<file path="src/rtl/if_id_stage_if.sv">
// Fetch-stage bundle between if_id_stage (slave) and its driver (master).
// Counter signals exist only when IF_PERF_CNT_EN is defined.
interface if_id_stage_if;
  logic        stall;
  logic        flush;
  logic [31:0] target_pc;
  logic [31:0] instr_in;
  logic [31:0] pc_out;
  logic [31:0] id_pc;
  logic [31:0] id_instr;
  logic        id_valid;
`ifdef IF_PERF_CNT_EN
  logic [31:0] stall_cnt;
  logic [31:0] flush_cnt;

  modport master (
    output stall, flush, target_pc, instr_in,
    input  pc_out, id_pc, id_instr, id_valid, stall_cnt, flush_cnt
  );
  modport slave (
    input  stall, flush, target_pc, instr_in,
    output pc_out, id_pc, id_instr, id_valid, stall_cnt, flush_cnt
  );
`else
  modport master (
    output stall, flush, target_pc, instr_in,
    input  pc_out, id_pc, id_instr, id_valid
  );
  modport slave (
    input  stall, flush, target_pc, instr_in,
    output pc_out, id_pc, id_instr, id_valid
  );
`endif
endinterface

</file>
<file path="src/rtl/if_id_stage.sv">
// Fetch stage: program counter plus IF/ID pipeline register with stall/flush control.
// Optional stall/flush performance counters are built when IF_PERF_CNT_EN is defined.
module if_id_stage #(
  parameter logic [31:0] RESET_PC  = 32'h0000_0000,
  parameter logic [31:0] NOP_INSTR = 32'h0000_0013,
  parameter int          XLEN      = 32
) (
  input  logic         i_clk,
  input  logic         i_reset,
  if_id_stage_if.slave bus
);

  logic [XLEN-1:0] r_pc;
  logic [XLEN-1:0] r_id_pc;
  logic [XLEN-1:0] r_id_instr;
  logic            r_id_valid;
  logic [XLEN-1:0] w_pc_next;
  logic [XLEN-1:0] w_target_aligned;

  assign w_pc_next        = r_pc + 32'd4;
  assign w_target_aligned = bus.target_pc & ~32'h1;

  // Flush outranks stall so a redirect is never lost behind a load-use hazard.
  always_ff @(posedge i_clk) begin
    if (i_reset) begin
      r_pc       <= RESET_PC;
      r_id_pc    <= '0;
      r_id_instr <= NOP_INSTR;
      r_id_valid <= 1'b0;
    end else if (bus.flush) begin
      r_pc       <= w_target_aligned;
      r_id_pc    <= '0;
      r_id_instr <= NOP_INSTR;
      r_id_valid <= 1'b0;
    end else if (!bus.stall) begin
      r_pc       <= w_pc_next;
      r_id_pc    <= r_pc;
      r_id_instr <= bus.instr_in;
      r_id_valid <= 1'b1;
    end
  end

  assign bus.pc_out   = r_pc;
  assign bus.id_pc    = r_id_pc;
  assign bus.id_instr = r_id_instr;
  assign bus.id_valid = r_id_valid;

`ifdef IF_PERF_CNT_EN
  logic [31:0] r_stall_cnt;
  logic [31:0] r_flush_cnt;

  // A stall cycle that coincides with a flush is counted only as a flush.
  always_ff @(posedge i_clk) begin
    if (i_reset) begin
      r_stall_cnt <= '0;
      r_flush_cnt <= '0;
    end else if (bus.flush) begin
      r_flush_cnt <= r_flush_cnt + 32'd1;
    end else if (bus.stall) begin
      r_stall_cnt <= r_stall_cnt + 32'd1;
    end
  end

  assign bus.stall_cnt = r_stall_cnt;
  assign bus.flush_cnt = r_flush_cnt;
`endif

endmodule

</file>
<file path="src/flat_wrapper.sv">
// flat-port wrapper written by rule: the top's interface ports become plain ports
module if_id_stage_flat 
#(
  parameter logic [31:0] RESET_PC  = 32'h0000_0000,
  parameter logic [31:0] NOP_INSTR = 32'h0000_0013,
  parameter int          XLEN      = 32
)
  (i_clk, i_reset, bus_stall, bus_flush, bus_target_pc, bus_instr_in, bus_pc_out, bus_id_pc, bus_id_instr, bus_id_valid);
  if_id_stage_if bus_i ();
  input  logic i_clk;
  input  logic i_reset;
  input wire logic [$bits(bus_i.stall)-1:0] bus_stall;
  input wire logic [$bits(bus_i.flush)-1:0] bus_flush;
  input wire logic [$bits(bus_i.target_pc)-1:0] bus_target_pc;
  input wire logic [$bits(bus_i.instr_in)-1:0] bus_instr_in;
  output wire logic [$bits(bus_i.pc_out)-1:0] bus_pc_out;
  output wire logic [$bits(bus_i.id_pc)-1:0] bus_id_pc;
  output wire logic [$bits(bus_i.id_instr)-1:0] bus_id_instr;
  output wire logic [$bits(bus_i.id_valid)-1:0] bus_id_valid;
  assign bus_i.stall = bus_stall;
  assign bus_i.flush = bus_flush;
  assign bus_i.target_pc = bus_target_pc;
  assign bus_i.instr_in = bus_instr_in;
  assign bus_pc_out = bus_i.pc_out;
  assign bus_id_pc = bus_i.id_pc;
  assign bus_id_instr = bus_i.id_instr;
  assign bus_id_valid = bus_i.id_valid;
  if_id_stage #(.RESET_PC(RESET_PC), .NOP_INSTR(NOP_INSTR), .XLEN(XLEN)) u_core (.i_clk(i_clk), .i_reset(i_reset), .bus(bus_i));
endmodule
</file>
<file path="config.mk">
export PLATFORM = sky130hd
export DESIGN_NAME = if_id_stage_flat
export DESIGN_NICKNAME = d
export VERILOG_FILES = /design/src/rtl/if_id_stage_if.sv /design/src/rtl/if_id_stage.sv /design/src/flat_wrapper.sv
export SDC_FILE = /design/constraint.sdc
export NUM_CORES = 1
export LEC_CHECK = 0
export BUFFER_PORTS_ARGS = -buffer_cell sky130_fd_sc_hd__buf_2
export CORE_ASPECT_RATIO = 1.1
export CORE_MARGIN = 8
export CORE_UTILIZATION = 43
export CTS_BUF_LIST = sky130_fd_sc_hd__clkbuf_16
export CTS_CLUSTER_SIZE = 14
export DETAILED_ROUTE_END_ITERATION = 8
export PLACE_DENSITY = 0.76
export SLEW_MARGIN = 15
export SYNTH_ARGS = -nofsm -noshare
export SYNTH_HDL_FRONTEND = slang
export SYNTH_SLANG_ARGS = --single-unit
</file>
<file path="constraint.sdc">
create_clock -name i_clk -period 2.1 [get_ports i_clk]
set_input_delay 0.21 -clock i_clk [delete_from_list [all_inputs] [get_ports i_clk]]
set_output_delay 0.21 -clock i_clk [all_outputs]
set_load 0.1 [all_outputs]
</file>
==> flow_summary_export.csv <==
group,metric,value,unit
die,rows,37,
cts,clkTransAtPathRegs,0.06,ns
power_and_ir_drop,p_leak,0.00247,uW
hold_path,hold_depth,3,
worst_setup_path,rr_endpoint,"u_core.bus.pc_out[24]",
synth,synthCells,434,
synth,synth_flop_cell,"dfxtp_1",
hold_path,holdPathEnd,"u_core.bus.id_instr[0]",
timing,clock_skew,0.00472,ns
synth,ys_seq_area_share,47.5,%
die,start_util,43.4,%
power_and_ir_drop,ir_drop,499,uV
outcome,outcome,"complete, no violations",
grt,grt_pass1_wl,17.9,mm
cts,ctsResizeCount,0,
detailed_routing,postRouteWirelength,11.6,mm
die,die_height,117,um
worst_setup_path,r2r-start,"u_core.bus.pc_out[9]",
cts,clock_sinks,95,
grt,gr-total-overflow,0,
synth,synth_area,4000,sq um
grt,track_usage,17.4,%
synth,synth_edf_count,0,
die,die_area,12700,sq um
detailed_routing,ant_nets,0,
placed_design,place.gp.congestion,0.817,
finish,fillerInstances,843,
timing,worst_pin_slew,0.764,ns
detailed_routing,drc,0,
worst_setup_path,cp.required,2.35,ns
job,cap_viol_max_count,0,
placed_design,hpwlAfterDp,8.52,mm
cts,root_buffer,"clkbuf_16",
worst_setup_path,arrival,2.31,ns
power_and_ir_drop,powerDensity,856,nW/um^2
hold_path,min-delay-start,"bus_instr_in[0]",
worst_setup_path,crit_path_start,"u_core.bus.pc_out[9]",
synth,synth_top_cell_by_area,"dfxtp_1",
timing,finalMaxSlewViolations,0,
cts,cts_tree,"built",
timing,min_period,2.07,ns
grt,antenna_found_initial,0,
grt,grt_start_max_net_pins,48,
synth,syn_area_per_cell,9.22,sq um
hold_path,min_path_type,"in -> reg",
timing,rsz0062_at_grt,"true",
detailed_routing,via_per_inst,5.29,
synth,synth_top_cells_by_count,"dfxtp_1, nor2_1, mux2i_1, clkbuf_1, nand2_1",
finish,register_area,1980,sq um
timing,tns,0,ns
cts,postCtsSetupBuffers,0,
timing,setup_viol,0,
placed_design,port_buffers,161,
die,pin_count,165,
finish,final_layout_size_suffix_gt1_share,38.1,%
worst_setup_path,crit_path_max_fanout,9,
timing,max_freq,484,MHz
worst_setup_path,reg2reg_slack,0.03,ns
finish,antenna_cells,0,
die,core-area,9210,sq um
timing,relSlewSlack,49.1,%
detailed_routing,drt_iter0_drc,193,
cts,h-tree-depth,3,
detailed_routing,wl_per_cell,16.3,um
synth,synth_top_area_share,47.5,%
cts,hold_buffers,0,
grt,grt_pass1_vias,3706,
cts,clock_path_buffers,2,
detailed_routing,num_vias,3753,
timing,fin_crit_sh,98.5,%
worst_setup_path,critPathCaptureType,"flip-flop",
finish,area_delta_synth_final,34.1,%
synth,ys_top_cells_by_area,"dfxtp_1, mux2i_1, nor2_1",
synth,synthDistinctLibCells,42,
detailed_routing,dr.pass1.iters,4,
synth,async_flop_share,0,%
synth,synth.most_common_cell,"dfxtp_1",
synth,yosys_warnings,0,
timing,hold_viol,0,
worst_setup_path,crit_type,"reg -> reg",
cts,clk_latency,0.33,ns
cts,numCtsBuffers,9,
worst_setup_path,rr_worst_depth,4,
finish,nNetsFinal,657,
synth,synth_seq_cells,95,
power_and_ir_drop,power,4600,uW
finish,multiInputGateArea,1980,sq um
worst_setup_path,cp-start-kind,"flip-flop",
die,fp.dieW,108,um
[kinds of logic after synthesis]
logic type	after synthesis	synth area share [%]
and+or+nand+nor	166	19.5
DFF	95	47.5
muxes	65	16.3
AOI/OAI and AO/OA	49	9.19
buffers and inverters	45	4.47
xor gates and xnor gates	12	2.63
adders and majority gates	1	0.313
other	1	0.0937
[how the worst max path moves through the flow]
stage | endpoint | slack, ns
floorplan | u_core.bus.pc_out[24] | -0.11
global placement | u_core.bus.pc_out[24] | 0.07
detailed placement | u_core.bus.pc_out[22] | 0.05
CTS | u_core.bus.pc_out[22] | 0.04
global route | u_core.bus.pc_out[24] | -0.01
finish | u_core.bus.pc_out[24] | 0.03
[critical path, cell delays in order, from the launching register on]
cell and delay (ns):
dfxtp_4 0.38, nand4_1 0.20, or4_4 0.61, or4_1 0.53
a311oi_2 0.26
[routing by layer]
layer / track usage, % / part of all wire (%) / vias up
met5: 0 / 0 / -
met4: 5.37 / 1.8 / 0
met3: 6.90 / 9.9 / 21
met2: 28.0 / 46 / 150
met1: 20.9 / 42 / 1737
li1: - / - / 1845
[sequential cells by signal, summed over array words and instances (netlist names)]
name / count
u_core.bus.id_instr: 32
u_core.bus.id_pc: 31
u_core.bus.id_valid: 1
u_core.bus.pc_out: 31
[final cells by class]
type | instances | share of cell area, %
multi-input cells | 296 | 36.9
flip-flops and latches | 95 | 36.8
repair buffers | 175 | 17.0
clock buffers | 10 | 4.66
well taps | 117 | 2.73
clock inverters | 6 | 1.10
inverters | 11 | 0.769
[power by group]
part / internal [uW] / switching [uW]
registers: 1880 / 85.4
logic: 216 / 767
clock network: 986 / 667
total: 3080 / 1520
[layout by cell type (no fill, tap or decap), types with 8 or more instances in the layout]
cell type  instances
clkbuf_16         10
mux2i_1           65
xnor2_1            8
nor2_1            93
nor4_1             9
inv_1             12
buf_4             15
dfxtp_4           17
buf_2            160
or4_1              8
nand2_1           17
a211oi_1          12
a311oi_1           9
dfxtp_2            9
nand3_1            9
dfxtp_1           69
[metrics by stage]
step,utilization (%),setup slack [ns],std cells,instance area (sq um),hold WS [ns]
after floorplan,-,-0.108,435,4120,0.335
after global placement,54.6,0.0742,693,5030,0.429
after detailed placement,54.6,0.0535,693,5030,0.435
after CTS,57.9,0.0353,709,5340,0.0916
after global routing,58.3,-0.0115,710,5370,0.0984
final,58.3,0.0325,710,5370,0.0973
No activity file was read; power rests on OpenSTA's default activity.
